--- src/rtl/cycle_sequencer.sv ---
// Fetch/execute sequencer that owns the instruction register and feeds the control decoder.
// Latency: non-memory instruction 2 clocks, memory-class instruction 3 clocks (zero-wait memory).
// Backpressure: mem_ready stalls FETCH and the EXEC0 data cycle; a stall reaching WAIT_LIMIT parks the FSM in FAULT.
module cycle_sequencer #(
  parameter logic [7:0]  RESET_INST = 8'h00,
  parameter int unsigned WAIT_LIMIT = 15
) (
  input  logic       clk,
  input  logic       rst,
  input  logic [7:0] mem_rdata,
  input  logic       mem_ready,
  input  logic       irq,
  input  logic       cli,
  input  logic       sei,
  output logic [7:0] inst,
  output logic       cycle,
  output logic       fetch_req,
  output logic       data_req,
  output logic       exec_en,
  output logic       pc_inc,
  output logic       irq_ack,
  output logic       int_en,
  output logic       fault
);

  localparam logic [2:0] ST_FETCH = 3'd0;
  localparam logic [2:0] ST_EXEC0 = 3'd1;
  localparam logic [2:0] ST_EXEC1 = 3'd2;
  localparam logic [2:0] ST_IRQ   = 3'd3;
  localparam logic [2:0] ST_FAULT = 3'd4;

  // Counter is 8 bits wide; WAIT_LIMIT is restricted to 1..255 so it always fits.
  localparam logic [7:0] WAIT_MAX = 8'(WAIT_LIMIT);

  logic [2:0] state;
  logic [2:0] nextState;
  logic [7:0] waitCnt;
  logic [7:0] nextWaitCnt;
  logic [7:0] instReg;
  logic       cycleReg;
  logic       intEnReg;

  logic       isMemInst;
  logic       waitHit;
  logic       takeIrq;
  logic       execCommit;
  logic       live;

  assign isMemInst = instReg[7];
  // The wait that is about to be counted would reach the limit.
  assign waitHit   = (waitCnt + 8'd1) == WAIT_MAX;
  // Interrupt is only honoured if the committing instruction is not itself a CLI.
  assign takeIrq   = irq & intEnReg & ~cli;
  // Register/flag commit happens on the last execute cycle of every instruction.
  assign execCommit = ((state == ST_EXEC0) && !isMemInst) || (state == ST_EXEC1);
  // While reset is held every strobe is forced low, even though state already reads FETCH.
  assign live = ~rst;

  // Next-state and wait-counter update; leaving a state always clears the counter.
  always_comb begin
    nextState   = state;
    nextWaitCnt = 8'd0;
    case (state)
      ST_FETCH: begin
        if (mem_ready) begin
          nextState = ST_EXEC0;
        end else if (waitHit) begin
          nextState = ST_FAULT;
        end else begin
          nextWaitCnt = waitCnt + 8'd1;
        end
      end
      ST_EXEC0: begin
        if (!isMemInst) begin
          nextState = takeIrq ? ST_IRQ : ST_FETCH;
        end else if (mem_ready) begin
          nextState = ST_EXEC1;
        end else if (waitHit) begin
          nextState = ST_FAULT;
        end else begin
          nextWaitCnt = waitCnt + 8'd1;
        end
      end
      ST_EXEC1: begin
        nextState = takeIrq ? ST_IRQ : ST_FETCH;
      end
      ST_IRQ: begin
        nextState = ST_FETCH;
      end
      ST_FAULT: begin
        nextState = ST_FAULT;
      end
      default: begin
        nextState = ST_FETCH;
      end
    endcase
  end

  // State and wait counter registers.
  always_ff @(posedge clk or posedge rst) begin
    if (rst) begin
      state   <= ST_FETCH;
      waitCnt <= 8'd0;
    end else begin
      state   <= nextState;
      waitCnt <= nextWaitCnt;
    end
  end

  // Instruction register loads only when a fetch completes; held through IRQ and FAULT.
  always_ff @(posedge clk or posedge rst) begin
    if (rst) begin
      instReg <= RESET_INST;
    end else if ((state == ST_FETCH) && mem_ready) begin
      instReg <= mem_rdata;
    end
  end

  // Second-cycle flag is high exactly while in EXEC1; frozen once faulted.
  always_ff @(posedge clk or posedge rst) begin
    if (rst) begin
      cycleReg <= 1'b0;
    end else if (state != ST_FAULT) begin
      cycleReg <= (nextState == ST_EXEC1);
    end
  end

  // Interrupt-enable flag: IRQ entry clears it, otherwise commit cycles apply cli over sei.
  always_ff @(posedge clk or posedge rst) begin
    if (rst) begin
      intEnReg <= 1'b0;
    end else if (state == ST_IRQ) begin
      intEnReg <= 1'b0;
    end else if (execCommit) begin
      if (cli) begin
        intEnReg <= 1'b0;
      end else if (sei) begin
        intEnReg <= 1'b1;
      end
    end
  end

  // Moore decode of the strobes, with the two documented input qualifications.
  always_comb begin
    fetch_req = live & (state == ST_FETCH);
    data_req  = live & (state == ST_EXEC0) & isMemInst;
    exec_en   = live & execCommit;
    pc_inc    = live & (state == ST_FETCH) & mem_ready;
    irq_ack   = live & (state == ST_IRQ);
    fault     = live & (state == ST_FAULT);
  end

  assign inst   = instReg;
  assign cycle  = cycleReg;
  assign int_en = intEnReg;

endmodule

--- config.mk ---
export PLATFORM = sky130hd
export DESIGN_NAME = cycle_sequencer
export DESIGN_NICKNAME = d
export VERILOG_FILES = /design/src/rtl/cycle_sequencer.sv
export SDC_FILE = /design/constraint.sdc
export NUM_CORES = 1
export LEC_CHECK = 0
export BUFFER_PORTS_ARGS = -buffer_cell sky130_fd_sc_hd__buf_2
export CAP_MARGIN = 15
export CORE_ASPECT_RATIO = 1.25
export CORE_MARGIN = 1.5
export CORE_UTILIZATION = 56
export CTS_CLUSTER_SIZE = 10
export DETAILED_ROUTE_END_ITERATION = 12
export MAX_ROUTING_LAYER = met4
export PLACE_DENSITY_LB_ADDON = 0.05
export SYNTH_ARGS = -nofsm -noshare
export SYNTH_HDL_FRONTEND = slang
export SYNTH_SLANG_ARGS = --single-unit
export TNS_END_PERCENT = 30
--- constraint.sdc ---
create_clock -name clk -period 3.6 [get_ports clk]
set_input_delay 0.36 -clock clk [delete_from_list [all_inputs] [get_ports clk]]
set_output_delay 0.36 -clock clk [all_outputs]
set_load 0.05 [all_outputs]
# Word-level counts from Yosys, hierarchy flattened

Index checks and enable logic that the tools add are counted.

Output and inout port bits: 16
Logic and storage cells: 46
Bits in registers: 21
Bits of input ports: 14

Reductions and logical operators: 8
Bitwise operators: 11
Muxes and demuxes: 14
Add/sub/neg operators: 1
Equal/unequal tests: 7

Operator list:

| kind                                           | number |
|---|---|
| two-way mux 8 bit                              | 3 |
| one-hot mux 8 bit (2 select lines)             | 1 |
| two-way mux 3 bit                              | 4 |
| one-hot mux 3 bit (4 select lines)             | 1 |
| bitwise AND 1 bit                              | 9 |
| == test 3 x 2 -> 1 bit (second input constant) | 3 |
| adder 8 x 1 -> 8 bit (second input constant)   | 1 |
| == test 8 x 4 -> 1 bit (second input constant) | 1 |
| two-way mux 1 bit                              | 4 |
| == test 3 x 1 -> 1 bit (second input constant) | 1 |
| == test 3 bit (second input constant)          | 1 |
| logical NOT 3 bit                              | 1 |
| inequality test 3 bit (second input constant)  | 1 |
| nonzero test 3 bit                             | 1 |
| logical AND 1 bit                              | 2 |
| two-way mux 2 bit                              | 1 |
| inverter 1 bit                                 | 2 |
| AND reduction 2 bit                            | 1 |
| nonzero test 2 bit                             | 1 |
| logical NOT 1 bit                              | 1 |
| logical OR 1 bit                               | 1 |

# Logic depth before layout (Yosys ltp)

Depth in word-level cells: 7
Gate-level depth with buffers: 6
Mapped depth without buffers: 5

# Worst setup path after synthesis

No wires, ideal clock.

Path type: reg2out
From: register state[1]
To: output fault
Path buffers: 1
Data required time: 3240 ps
Cell stages (with the launch flop): 3
Slack: 1092 ps
Arrival: 2148 ps
Cell sequence: dfrtp_1 clkbuf_1 nor4_1

Longest elaborated chain between the ends: 2

RTL lines:

| what                     | RTL line | text |
|---|---|---|
| start: declaration       | 35       | `logic [2:0] state;` |
| start signal: assignment | 105      | `state <= nextState;` |
| == test 3 bit            | 150      | `fault = live & (state == ST_FAULT);` |
| bitwise AND 1 bit        | 150      |  |
| end: declaration         | 23       | `output logic fault` |

Every way passes these cells.

# Final worst setup path

From: register state[0]
To: output exec_en

Longest elaborated chain between the ends: 4
Elaborated cells between the ends (all ways): 5
Classes of those cells: eq/ne (2); bitwise (1); reduce/logical (2)

RTL lines:

| what                   | RTL line | text |
|---|---|---|
| == test 3 x 1 -> 1 bit | 55       | `assign execCommit = ((state == ST_EXEC0) && !isMemInst) \|\| (state == ST_EXEC1);` |
| logical AND 1 bit      | 55       |  |
| logical OR 1 bit *     | 55       |  |
| bitwise AND 1 bit *    | 147      | `exec_en = live & execCommit;` |
| end: declaration       | 19       | `output logic exec_en,` |

Mark *: on every way between the ends. The rest lies on a longest branch, timed or not.

==> out/results.tsv <==
metric	value	unit
Post-CTS Setup Repair Bufs	0	
prevailing post-synth register cell	dfrtp_1	
worst path cell trace	or3b_2 -> nand2_1 -> and2_1 -> buf_2	
register bit total from synthesis	21	
Final Net Count	162	
worst-margin pin slew	0.814	ns
Cell Rows	18	
Synth Net Count	134	
Syn Area/Cell	10.3	um^2
top cell type by total area after synthesis	dfrtp_1	
Chip Width	44.7	um
LEAKAGE	0.637	nW
Place WS	1.70	ns
Fin. Hold Viols	0	
yosys warns	0	
final WL	2350	um
number of flops mapped to enable cells by yosys	0	
relative slew slack	0.457	
main area contributors after synthesis	dfrtp_1 (43%), mux2_2 (7.4%), nand3b_1 (3.1%)	
TritonCTS Buffers	3	
Clock transition at path regs	0.12	ns
Final period util	0.628	
number of global-route vias before repair	844	
CTS sink count	21	
io pins	30	
Clock Path Buffers	2	
DR pass1 iterations	4	
RePlAce Congestion	0.793	
startpoint types	register	
htree depth	1	
reported max-cap violation count	0	
PwrDens	745	nW/um^2
RSZ-0062 raised after global routing	no	
Netlist Area Pre-Place	1220	um^2
Max stage delay cell, worst path	dfrtp_1	
DR DRC count	0	
number of vias per cell	5.82	
CP Data Arrival Time	1.90	ns
CP endpoint kind	primary output	
critical path required time	3.24	ns
Starting Density	0.608	
via count	961	
Hold Buf Count CTS	0	
Final Setup Violations	0	
post_cts resized	0	
Max Freq	442	MHz
CTS tree	done	
core area	2000	um^2
initial antenna violation count	0	
final instance area	1390	um^2
CP Max Fanout	15	
final setup TNS	0	ns
DRT iter0 DRCs	10	
Hold Path Class	primary input to async pin	
Port Buffers	29	
WL per Instance	14.3	um
Syn Inst Count	118	
worst vdd ir	0.000687	V
pin count of the biggest net entering global routing	22	
Final HPWL DP	1700	um
ys async rst share	1.00	
final total power	1.03	mW
Die Ht	55.2	um
status	completed	
# diodes	0	
final worst slack	1.34	ns
clk_skew	0.000591	ns
Area Overhead vs Synth	13.8	%
layout cell share with drive strength beyond 1	0.345	
part of the Yosys area used for sequential elements	0.431	
Slew Limit Fails	0	
crit path time final	2.26	ns
total gr overflow	0	
Critical Path Max Stage Delay	0.62	ns
die area	2470	um^2
Distinct cells, synth	42	
Worst-Skew Late Latency	0.30	ns
Root Driver	clkbuf_4	
Total Routing Usage GR	0.220	
Synth top area share	0.431	
DRT antenna net count	0	
Placed Instance Area	1360	um^2
Setup CP Type	register to primary output	
WHS	0.232	ns
first-pass GRT wire length	3780	um
kinds of logic after synthesis:
| kind of cell | share of synthesized area |
|---|---|
| adder cells (fa/ha/maj) | 0.0205 |
| buffers and inverters | 0.0400 |
| AO/OA/AOI/OAI | 0.142 |
| multiplexers | 0.0739 |
| flip-flops | 0.431 |
| AND/OR/NAND/NOR | 0.249 |
| XOR/XNOR | 0.0431 |
sequential cells by signal (all words and copies together), names as in the netlist:
signal / cells
waitCnt: 8
int_en: 1
inst: 8
cycle: 1
state: 3
cells in the final DEF, fill, tap and decap left out, drive strengths merged, types with 3 or more instances in the layout:
master	synthesis	final
and3	4	4
dfrtp	21	21
nand2b	3	3
o21ai	4	4
nand3	5	5
xor2	4	4
nor2	9	9
mux2	8	8
nor4	3	3
buf	4	29
nand3b	5	5
nor3	3	3
and3b	3	3
inv	5	5
a211oi	5	5
nand2	3	3
clkbuf	2	3
a21oi	3	3
synth_stat cells (3+ instances only):
| cell type | count |
|---|---|
| buf_2 | 3 |
| inv_1 | 5 |
| mux2_2 | 8 |
| xor2_1 | 4 |
| nand3b_1 | 5 |
| dfrtp_1 | 21 |
| nor4_1 | 3 |
| nand3_1 | 5 |
| and3_1 | 3 |
| nor2_1 | 9 |
| a21oi_1 | 3 |
| o21ai_0 | 3 |
| nand2_1 | 3 |
| a211oi_1 | 4 |
routing by layer:
metal,vias to the layer above,track usage,wire length (um)
met5,-,-,0
met4,0,0.101,10
met3,2,0.0390,62
met2,17,0.345,1170
met1,458,0.277,1120
li1,484,-,-
per-stage QoR:
| step | instances | util |
|---|---|---|
| after global placement | 161 | 0.678 |
| after CTS | 165 | 0.692 |
| after detailed placement | 161 | 0.678 |
| after floorplan | 118 | - |
| final | 165 | 0.692 |
| after global routing | 165 | 0.692 |
final timing paths:
path                                      start  cells after the start  slack [ns]                  end
setup / recovery             state[0]$_DFF_PP0_                      4        1.34              exec_en
hold / removal                              rst                      2        0.23   state[1]$_DFF_PP0_
setup reg to reg           waitCnt[0]$_DFF_PP0_                      5        1.69   state[0]$_DFF_PP0_
hold reg to reg             inst[0]$_DFFE_PP0P_                      1        0.52  inst[0]$_DFFE_PP0P_
max in group asynchronous                   rst                      2        2.87  inst[6]$_DFFE_PP0P_
min in group clk                   mem_rdata[0]                      2        0.28  inst[0]$_DFFE_PP0P_
report_power, final:
group / switching, mW / internal, mW / leakage [nW] / total [mW]
logic: 0.353 / 0.160 / 0.350 / 0.513
registers: 0.0984 / 0.308 / 0.269 / 0.406
clock network: 0.0724 / 0.0414 / 0.0177 / 0.114
area by class of cell:
class / count / area, um^2
Clock buffer: 3 / 22.5
Clock inverter: 1 / 5.00
Fill cell: 159 / 618
Inverter: 5 / 18.8
Multi-Input combinational cell: 86 / 644
Sequential cell: 21 / 526
Tap cell: 20 / 25.0
Timing Repair Buffer: 29 / 145
critical path, delay by kind of cell, from the launching register on:
| kind | cells | cell delay [ns] |
|---|---|---|
| and+or+nand+nor | 3 | 0.73 |
| buffers and inverters | 1 | 0.25 |
| DFF | 1 | 0.62 |
Note: power is estimated with default switching activity, not from simulation.
